<file path="src/rtl/alu_vec_pkg.sv">
// alu_vec_pkg: shared types and constants for the pipelined vector ALU.
//   alu_op_e : 3-bit opcode, identical for all lanes of a transaction.
//   FLG_*    : bit positions of {V,N,Z,C} inside each lane's 4-bit flag nibble.
// Optional feature macro used by the lane datapath: ALU_VEC_SAT_EN.
package alu_vec_pkg;

    typedef enum logic [2:0] {
        OP_MUL = 3'b000,
        OP_SUB = 3'b001,
        OP_ADD = 3'b010,
        OP_SHL = 3'b011,
        OP_SRA = 3'b100,
        OP_MIN = 3'b101,
        OP_MAX = 3'b110,
        OP_SET = 3'b111
    } alu_op_e;

    localparam int unsigned FLG_V = 3;
    localparam int unsigned FLG_N = 2;
    localparam int unsigned FLG_Z = 1;
    localparam int unsigned FLG_C = 0;

endpackage

</file>
<file path="src/rtl/alu_vec_lane.sv">
// alu_vec_lane: purely combinational datapath for one signed lane.
// Ports:
//   op   in  alu_op_e     operation
//   a    in  [WIDTH-1:0]  operand A (two's complement)
//   b    in  [WIDTH-1:0]  operand B; low $clog2(WIDTH) bits are the shift count
//   c    in  [WIDTH-1:0]  broadcast value for OP_SET
//   res  out [WIDTH-1:0]  lane result
//   flg  out [3:0]        {V,N,Z,C}
// Macro ALU_VEC_SAT_EN: when defined, add/sub/mul/shl saturate on signed
// overflow (V still reported, N/Z follow the saturated value); otherwise the
// results wrap.
module alu_vec_lane
    import alu_vec_pkg::*;
#(
    parameter int WIDTH = 8
) (
    input  alu_op_e          op,
    input  logic [WIDTH-1:0] a,
    input  logic [WIDTH-1:0] b,
    input  logic [WIDTH-1:0] c,
    output logic [WIDTH-1:0] res,
    output logic [3:0]       flg
);

    localparam int SHW = $clog2(WIDTH);

    localparam logic [WIDTH-1:0] SAT_MAX = {1'b0, {(WIDTH-1){1'b1}}};
    localparam logic [WIDTH-1:0] SAT_MIN = {1'b1, {(WIDTH-1){1'b0}}};

    logic [WIDTH:0]       sum_s;
    logic [WIDTH-1:0]     diff_s;
    logic [2*WIDTH-1:0]   a_ext_s;
    logic [2*WIDTH-1:0]   b_ext_s;
    logic [2*WIDTH-1:0]   prod_s;
    logic [SHW-1:0]       sh_s;
    logic [WIDTH-1:0]     shl_s;
    logic [WIDTH-1:0]     sra_s;
    logic [WIDTH-1:0]     raw_s;
    logic                 ovf_s;
    logic                 ovf_neg_s;
    logic                 carry_s;

    // Candidate results for every opcode; the low half of a product of two
    // sign-extended operands is the exact signed 2W product.
    always_comb begin
        sum_s   = {1'b0, a} + {1'b0, b};
        diff_s  = a - b;
        a_ext_s = {{WIDTH{a[WIDTH-1]}}, a};
        b_ext_s = {{WIDTH{b[WIDTH-1]}}, b};
        prod_s  = a_ext_s * b_ext_s;
        sh_s    = b[SHW-1:0];
        shl_s   = a << sh_s;
        sra_s   = $signed(a) >>> sh_s;
    end

    // Opcode select, overflow detection and overflow direction.
    always_comb begin
        raw_s     = {WIDTH{1'b0}};
        ovf_s     = 1'b0;
        ovf_neg_s = 1'b0;
        carry_s   = 1'b0;
        case (op)
            OP_MUL: begin
                raw_s     = prod_s[WIDTH-1:0];
                ovf_s     = (prod_s != {{WIDTH{prod_s[WIDTH-1]}}, prod_s[WIDTH-1:0]});
                ovf_neg_s = prod_s[2*WIDTH-1];
            end
            OP_SUB: begin
                raw_s     = diff_s;
                ovf_s     = (a[WIDTH-1] != b[WIDTH-1]) && (diff_s[WIDTH-1] != a[WIDTH-1]);
                ovf_neg_s = a[WIDTH-1];
            end
            OP_ADD: begin
                raw_s     = sum_s[WIDTH-1:0];
                ovf_s     = (a[WIDTH-1] == b[WIDTH-1]) && (sum_s[WIDTH-1] != a[WIDTH-1]);
                ovf_neg_s = a[WIDTH-1];
                carry_s   = sum_s[WIDTH];
            end
            OP_SHL: begin
                raw_s     = shl_s;
                // Shifting back arithmetically recovers a only if every bit
                // pushed out matched the new sign bit.
                ovf_s     = (($signed(shl_s) >>> sh_s) != $signed(a));
                ovf_neg_s = a[WIDTH-1];
            end
            OP_SRA: begin
                raw_s = sra_s;
            end
            OP_MIN: begin
                if ($signed(a) < $signed(b)) begin
                    raw_s = a;
                end else begin
                    raw_s = b;
                end
            end
            OP_MAX: begin
                if ($signed(a) > $signed(b)) begin
                    raw_s = a;
                end else begin
                    raw_s = b;
                end
            end
            OP_SET: begin
                raw_s = c;
            end
            default: begin
                raw_s = {WIDTH{1'b0}};
            end
        endcase
    end

    // Final result (optionally saturated) and flags derived from it.
    always_comb begin
`ifdef ALU_VEC_SAT_EN
        if (ovf_s) begin
            if (ovf_neg_s) begin
                res = SAT_MIN;
            end else begin
                res = SAT_MAX;
            end
        end else begin
            res = raw_s;
        end
`else
        res = raw_s;
`endif
        flg        = 4'b0000;
        flg[FLG_V] = ovf_s;
        flg[FLG_N] = res[WIDTH-1];
        flg[FLG_Z] = (res == {WIDTH{1'b0}});
        flg[FLG_C] = carry_s;
    end

    // Direction and bounds are only consumed by the saturating build.
    logic unused_sat_s;
    assign unused_sat_s = ^{ovf_neg_s, SAT_MAX, SAT_MIN};

endmodule

</file>
<file path="src/rtl/alu_vec_pipe.sv">
// alu_vec_pipe: two-stage valid/ready pipelined vector ALU, LANES signed
// lanes of WIDTH bits, per-lane {V,N,Z,C} flags and a sticky overflow bit.
// Ports:
//   clk, rst               clock (rising edge), asynchronous active-high reset
//   in_valid / in_ready    request handshake (in_ready combinational)
//   opcode [2:0]           operation for all lanes
//   vec_a, vec_b           operands, lane i at [i*WIDTH +: WIDTH]
//   scalar_c [WIDTH-1:0]   broadcast value for OP_SET
//   out_valid / out_ready  result handshake
//   result                 per-lane result, same packing as operands
//   flags                  per-lane {V,N,Z,C}, lane i at [i*4 +: 4]
//   sticky_v               OR of V over all completed transactions
//   sticky_clr             synchronous clear of sticky_v (wins over a set)
// Macro ALU_VEC_SAT_EN (in alu_vec_lane) selects saturating arithmetic.
module alu_vec_pipe
    import alu_vec_pkg::*;
#(
    parameter int WIDTH = 8,
    parameter int LANES = 4
) (
    input  logic                   clk,
    input  logic                   rst,
    input  logic                   in_valid,
    output logic                   in_ready,
    input  logic [2:0]             opcode,
    input  logic [LANES*WIDTH-1:0] vec_a,
    input  logic [LANES*WIDTH-1:0] vec_b,
    input  logic [WIDTH-1:0]       scalar_c,
    output logic                   out_valid,
    input  logic                   out_ready,
    output logic [LANES*WIDTH-1:0] result,
    output logic [LANES*4-1:0]     flags,
    output logic                   sticky_v,
    input  logic                   sticky_clr
);

    logic                   s1_valid_r;
    alu_op_e                s1_op_r;
    logic [LANES*WIDTH-1:0] s1_a_r;
    logic [LANES*WIDTH-1:0] s1_b_r;
    logic [WIDTH-1:0]       s1_c_r;

    logic                   s2_advance_s;
    logic                   in_fire_s;
    logic                   out_fire_s;
    logic                   any_v_s;
    logic [LANES*WIDTH-1:0] lane_res_s;
    logic [LANES*4-1:0]     lane_flg_s;

    // S2 can take new data when it is empty or being drained this cycle.
    assign s2_advance_s = !out_valid || out_ready;
    assign in_ready     = !s1_valid_r || s2_advance_s;
    assign in_fire_s    = in_valid && in_ready;
    assign out_fire_s   = out_valid && out_ready;

    // Stage 1: operand and opcode capture.
    always_ff @(posedge clk or posedge rst) begin
        if (rst) begin
            s1_valid_r <= 1'b0;
            s1_op_r    <= OP_MUL;
            s1_a_r     <= {(LANES*WIDTH){1'b0}};
            s1_b_r     <= {(LANES*WIDTH){1'b0}};
            s1_c_r     <= {WIDTH{1'b0}};
        end else begin
            if (in_fire_s) begin
                s1_valid_r <= 1'b1;
                s1_op_r    <= alu_op_e'(opcode);
                s1_a_r     <= vec_a;
                s1_b_r     <= vec_b;
                s1_c_r     <= scalar_c;
            end else if (s2_advance_s) begin
                s1_valid_r <= 1'b0;
            end
        end
    end

    genvar g;
    generate
        for (g = 0; g < LANES; g++) begin : g_lane
            alu_vec_lane #(
                .WIDTH(WIDTH)
            ) u_lane (
                .op  (s1_op_r),
                .a   (s1_a_r[g*WIDTH +: WIDTH]),
                .b   (s1_b_r[g*WIDTH +: WIDTH]),
                .c   (s1_c_r),
                .res (lane_res_s[g*WIDTH +: WIDTH]),
                .flg (lane_flg_s[g*4 +: 4])
            );
        end
    endgenerate

    // Stage 2: registered result/flags, held while the consumer stalls.
    always_ff @(posedge clk or posedge rst) begin
        if (rst) begin
            out_valid <= 1'b0;
            result    <= {(LANES*WIDTH){1'b0}};
            flags     <= {(LANES*4){1'b0}};
        end else begin
            if (s2_advance_s) begin
                out_valid <= s1_valid_r;
                if (s1_valid_r) begin
                    result <= lane_res_s;
                    flags  <= lane_flg_s;
                end
            end
        end
    end

    // Overflow summary of the transaction currently presented at the output.
    always_comb begin
        any_v_s = 1'b0;
        for (int i = 0; i < LANES; i++) begin
            any_v_s = any_v_s | flags[i*4 + FLG_V];
        end
    end

    // Sticky overflow: set on a completed output handshake, clear has priority.
    always_ff @(posedge clk or posedge rst) begin
        if (rst) begin
            sticky_v <= 1'b0;
        end else begin
            if (sticky_clr) begin
                sticky_v <= 1'b0;
            end else if (out_fire_s && any_v_s) begin
                sticky_v <= 1'b1;
            end
        end
    end

endmodule

</file>
<file path="config.mk">
export PLATFORM = sky130hd
export DESIGN_NAME = alu_vec_pipe
export DESIGN_NICKNAME = d
export VERILOG_FILES = /design/src/rtl/alu_vec_pkg.sv /design/src/rtl/alu_vec_lane.sv /design/src/rtl/alu_vec_pipe.sv
export SDC_FILE = /design/constraint.sdc
export NUM_CORES = 1
export LEC_CHECK = 0
export CORE_MARGIN = 2
export CORE_UTILIZATION = 60
export DETAILED_ROUTE_END_ITERATION = 12
export PLACE_DENSITY = 0.8
export SYNTH_ARGS = -nofsm -noshare
export SYNTH_HDL_FRONTEND = slang
export SYNTH_HIERARCHICAL = 1
export SYNTH_SLANG_ARGS = --single-unit
</file>
<file path="constraint.sdc">
create_clock -name clk -period 6.5 [get_ports clk]
set_input_delay 1.625 -clock clk [delete_from_list [all_inputs] [get_ports clk]]
set_output_delay 1.625 -clock clk [all_outputs]
set_load 0.005 [all_outputs]
</file>
# After elaboration in Yosys (flattened, before gate mapping)
# Index checks and enable logic that the tools add are counted.
# W data, S select, Z words.
[totals] input_bits=80 output_inout_bits=51 regBits=126
[classes] mux=24 mul=4 n_eq_ne=31 shift=12 n_reduce_logical=23 magnitude_cmp=8 n_bitwise=3 add_sub_neg=8
[op_table] op="$pmux W8 S8" n=4
[op_table] op="$mul A8 B8 Y16" n=4
[op_table] op="$mux W8" n=8
[op_table] op="$ne A8 B8 Y1" n=8
[op_table] op="$sshr A8 B3 Y8" n=8
[op_table] op="$add A8 B8 Y9" n=4
[op_table] op="$gt A8 B8 Y1" n=4
[op_table] op="$logic_not A8 Y1" n=4
[op_table] op="$lt A8 B8 Y1" n=4
[op_table] op="$shl A8 B3 Y8" n=4
[op_table] op="$sub A8 B8 Y8" n=4
[op_table] op="$pmux W1 S4" n=4
[op_table] op="$eq A3 B3 Y1 const B" n=4
[op_table] op="$ne A1 B1 Y1" n=12
[op_table] op="$logic_and A1 B1 Y1" n=11
[op_table] op="$mux W1" n=8
[op_table] op="$eq A3 B2 Y1 const B" n=2
[op_table] op="$eq A1 B1 Y1" n=4
[op_table] op="$reduce_bool A2 Y1" n=2
[op_table] op="$eq A3 B1 Y1 const B" n=1
[op_table] op="$logic_not A3 Y1" n=1
[op_table] op="$or A1 B1 Y1" n=3
[op_table] op="$logic_not A1 Y1" n=2
[op_table] op="$logic_or A1 B1 Y1" n=2
[op_table] op="$reduce_and A2 Y1" n=1

# Longest topological paths before layout
# Gate-level depths: netlist (run 1).
[logic_depth] ltp_word=6 ltp_mapped=25 ltp_nobuf=21

# By module
# Netlist (run 1), hierarchy kept.
[modules_own_cells] mod="alu_vec_pipe" instances=1 seq_area_each_um2=3153.0 cells_per_inst=272 area_each_um2=5016.1
[modules_own_cells] mod="alu_vec_lane (g_lane[0].u_lane)" instances=1 seq_area_each_um2=0.0 cells_per_inst=602 area_each_um2=4715.8
[modules_own_cells] mod="alu_vec_lane (g_lane[2].u_lane)" instances=1 seq_area_each_um2=0.0 cells_per_inst=597 area_each_um2=4653.2
[modules_own_cells] mod="alu_vec_lane (g_lane[1].u_lane)" instances=1 seq_area_each_um2=0.0 cells_per_inst=606 area_each_um2=4599.4
[modules_own_cells] mod="alu_vec_lane (g_lane[3].u_lane)" instances=1 seq_area_each_um2=0.0 cells_per_inst=579 area_each_um2=4524.3

# Worst setup path before layout (run 1)
# No wires, ideal clock.
[synth_timing] path_type="register to register" startpoint="register s1_b_r[10]" endpoint="register flags[7]" t_required_ns=6.375 arrival_time_ns=5.646 n_path_buf=5 setup_time_ns=0.125 slack_ns=0.729 stages_incl_launch_ff=26 path_cell_list="dfrtp_1 -> clkbuf_1 -> clkbuf_1 -> clkbuf_1 -> and2_1 -> fa_1 -> inv_1 -> fa_1 -> inv_1 -> fa_1 -> inv_1 -> fa_1 -> inv_1 -> ha_1 -> clkbuf_1 -> nand3_1 -> o211a_1 -> a221oi_1 -> a21oi_1 -> nand2b_1 -> a211oi_1 -> a31oi_1 -> and3_1 -> o22ai_1 -> buf_4 -> mux2_4"
[synth_via] elab_chain_len=4
[synth_rtl] item="start, declared" line="alu_vec_pipe.sv:40" source="logic [LANES*WIDTH-1:0] s1_b_r;"
[synth_rtl] item="start signal, assigned" line="alu_vec_pipe.sv:62" source="s1_b_r <= {(LANES*WIDTH){1'b0}};"
[synth_rtl] item="start signal, assigned" line="alu_vec_pipe.sv:69" source="s1_b_r <= vec_b;"
[synth_rtl] item="parallel branches: the longest is 3 deep, another holds $mul A8 B8 Y16"
[synth_rtl] item="$pmux W1 S4 *" line="alu_vec_lane.sv:62" source="case (op)"
[synth_rtl] item="net g_lane[1].u_lane.ovf_s" line="alu_vec_lane.sv:39" source="logic ovf_s;"
[synth_rtl] item="end signal, assigned" line="alu_vec_pipe.sv:98" source="flags <= {(LANES*4){1'b0}};"
[synth_rtl] item="end signal, assigned" line="alu_vec_pipe.sv:104" source="flags <= lane_flg_s;"
[synth_rtl] item="end, declared" line="alu_vec_pipe.sv:32" source="output logic [LANES*4-1:0] flags,"
# Mark *: on every way through the listed nets, which the timed path passes.
# A chain may end at the register's enable or synchronous reset.

# Final worst setup path (run 1)
[layout_timing] startpoint="register s1_a_r[8]" endpoint="register flags[7]"
[layout_via] elab_chain_len=4
[layout_rtl] item="start, declared" line="alu_vec_pipe.sv:39" source="logic [LANES*WIDTH-1:0] s1_a_r;"
[layout_rtl] item="start signal, assigned" line="alu_vec_pipe.sv:61" source="s1_a_r <= {(LANES*WIDTH){1'b0}};"
[layout_rtl] item="start signal, assigned" line="alu_vec_pipe.sv:68" source="s1_a_r <= vec_a;"
[layout_rtl] item="parallel branches: the longest is 3 deep, another holds $mul A8 B8 Y16"
[layout_rtl] item="$pmux W1 S4 *" line="alu_vec_lane.sv:62"
[layout_rtl] item="net lane_flg_s[7]" line="alu_vec_pipe.sv:48" source="logic [LANES*4-1:0] lane_flg_s;"
# Marks and branches as above.

==> results.md, run 1 <==
* Top cell type by total area after synthesis: fa_1
* Share of the synthesized area in the top cell type at a little under 20%
* Final setup margin at about 0.62 ns
* Count of flip-flops with a built-in enable after synthesis at 0
* Synthesized netlist net count at between 3000 and 4000
* DRT antenna net count at 0
* Cell at the root of the clock tree: clkbuf_16
* Final Max Tran Viols at 0
* Post-DP HPWL at between 50000 and 60000 um
* Effective utilization at floorplan at approximately 60%
* Part of the cycle the worst path needs at 90.5%
* Number of global-route vias before repair at 20300
* Clock tree sinks at 126
* Async set or reset register ratio after synthesis at between 90% and 100%
* Final Instance Count excl. Fillers at 3220
* Drt via density at 6.27
* Reg2reg start: s1_a_r[8]
* Capture point of the critical path: flags[7]
* Maximum clock rate at between 0.15 and 0.2 GHz
* Highest fanout seen on the critical path at 9
* Number of distinct standard cells referenced by the synthesized netlist at 96
* Post-CTS setup buffers at 0
* Hold buffer count at cts at 0
* Worst-skew pair later-pin latency at roughly 0.46 ns
* Number of violations of the max-capacitance limit at 0
* Relative max-transition margin at 21.1%
* Reg2reg setup slack at 0.62 ns
* Count of placed standard cells including taps at 3189
* Number of hold violations in the final report at 0
* I/O Pins at approximately 130
* Number of H-tree levels at 4
* TritonCTS clock tree: yes
* Depth of the worst register-to-register path at 20
* Overall global routing resource usage at 33.7%
* Count of state elements after synthesis at 126
* Global placer's final weighted congestion at about 0.98
* Post-layout nets at about 3200
* Buffer levels on the longest clock path at 2
* Pin count of the biggest net entering global routing at 85
* Area Overhead vs Synth at 8.78%
* Critical path launch point type: flop
* Quantity of gates resized following cts at 0
* Sequential cell area fraction in the yosys report at around 13%
* Via count at 20200
* Tmin final at between 5 and 6 ns
* Cell Area, Synth at between 20000 and 25000 um^2
* Cell types with the largest area share after synthesis: fa_1 (19%), dfrtp_1 (13%), ha_1 (10%), inv_1 (6.0%), mux2_4 (4.6%)
* Starting DRT DRC Count at ~1900
* Setup crit end kind: flop
* Reg-to-reg critical path endpoint: flags[7]
* TritonCTS buffer count at 17
* Die span in x at 202 um
* Initial antenna violation count at 1
* Share of layout cells above drive strength 1 at between 9 and 10%
* Global-route wire length before repair at between 100000 and 150000 um
* Syn. warnings at 6
* Post-layout util at between 60% and 70%
* Synthesized netlist cell count at around 2700
* Remaining DRCs at 0
* Library cell with the highest instance count after synthesis: inv_1
* Arrival @ worst endpoint at about 6.2 ns
* Top cells by count, synth: inv_1 (373), fa_1 (228), nor2_1 (190)
* Die Area at between 40000 and 50000 um^2
* Setup repair after global routing missed its margin: false
* Worst slack at placement at 0.670 ns
* Top flip-flop cell by instance count after synthesis: dfrtp_1
* Reg clk slew, reported paths at about 0.060 ns
* Transition time of the tightest slew-check pin at approximately 1.2 ns
* Total routed wirelength at approximately 68000 um
* Class of the most critical setup path: reg -> reg
* GR Overflow Total at 0
* Count of buffers inserted at the top-level ports at 130
* Worst setup path start: s1_a_r[8]
* Floorplan die height at a little over 200 um
* Summed negative setup slack over all endpoints at 0 ns
* Post-Route Skew at 0.0183 ns
* Placement Rows at 72
* Antenna diode instance count at 0
* Average size of a mapped cell at 8.85 um^2
* Area of the core at 38600 um^2
* Setup-failing EPs final at 0
* Hold WC Path Type: reg -> reg
* First-pass iteration count of the detailed router at 9
* Result of the run: completed
* Wire length per cell at around 21 um
* Req. time, crit path at approximately 6.8 ns
[per-layer routing]
layer  vias to the layer above  GRT usage, %  share of wire, %
li1                       9113             -                 -
met1                      9999          44.6                42
met2                       919          55.2                47
met3                       163          5.72               7.5
met4                         2          13.6               3.6
met5                         -             0             0.010
[how the worst min path moves through the flow]
stage | startpoint | endpoint | slack, ns | cells after the start
finish | result[19] | result[19] | 0.50 | 1
CTS | result[19] | result[19] | 0.51 | 1
detailed placement | result[20] | result[20] | 0.49 | 1
global route | result[3] | result[3] | 0.52 | 1
floorplan | sticky_v | sticky_v | 0.49 | 2
global placement | sticky_v | sticky_v | 0.48 | 2
[cells in the final DEF, fill, tap and decap left out, drive strengths merged, types with 22 or more instances in the layout]
cell type      synthesis  routed
o21ai                 87      87
buf                   59      45
mux4                  22      22
nand2                151     151
nand3                 52      52
nand2b                50      50
inv                  374     377
and2                 106     106
clkdlybuf4s50          0     130
mux2i                 66      66
o211ai                28      28
xnor2                 70      70
nor2                 190     190
a21oi                126     126
a31oi                 25      25
nor3                  51      51
fa                   228     228
ha                   188     188
nor2b                 28      28
xor2                  35      35
mux2                 138     138
dfrtp                126     126
[worst max-delay path, stage by stage, from the launching register on]
cell	delay, ns
dfrtp_1	0.54
clkinv_1	0.32
nand2_1	0.17
fa_1	0.44
fa_1	0.55
inv_1	0.06
fa_1	0.53
inv_1	0.06
fa_1	0.54
inv_1	0.04
ha_1	0.39
nand3_1	0.11
o211a_1	0.25
a221oi_1	0.63
a21oi_1	0.22
nand2b_1	0.13
a211oi_1	0.08
a31oi_1	0.18
and3_1	0.18
o22ai_1	0.07
mux2_4	0.28
[flip-flops by register name, indices dropped and copies added, names as in the netlist, 3 cells and up]
register and flops:
result 32, s1_a_r 32, s1_b_r 32, flags 16, s1_c_r 8, s1_op_r 3
[final cells by class]
cell class,instances,area [um^2]
clock buffer,20,467
clock inverter,11,109
fill,3117,13100
inverter,386,1450
multi-input combinational,1984,18100
sequential,126,3160
tap,518,648
timing repair buffer,175,1640
[cell families after synthesis]
kind of cell	share of synthesized area (%)
buf+inv	9.61
fa+ha+maj	29.5
simple gates	15.5
flops	13.4
xor+xnor	4.10
mux	12.8
compound gates	15.2
[stage by stage]
stage	cell area [um^2]	hold slack, ns
final	25600	0.504
after floorplan	23500	0.486
after detailed placement	25000	0.492
after CTS	25600	0.506
after global placement	25000	0.483
after global routing	25600	0.522
Power of run 1 is not shown: default switching activity piles up to over one toggle a cycle in this logic, so the estimate is an artifact.
==> run 2, diff against run 1 <==
Settings changed: CTS_CLUSTER_SIZE set to 28.
==> results of run 2 <==
Final layout, timing and power as in run 1 (identical DEF).
Power of run 2 is left out for the same reason.
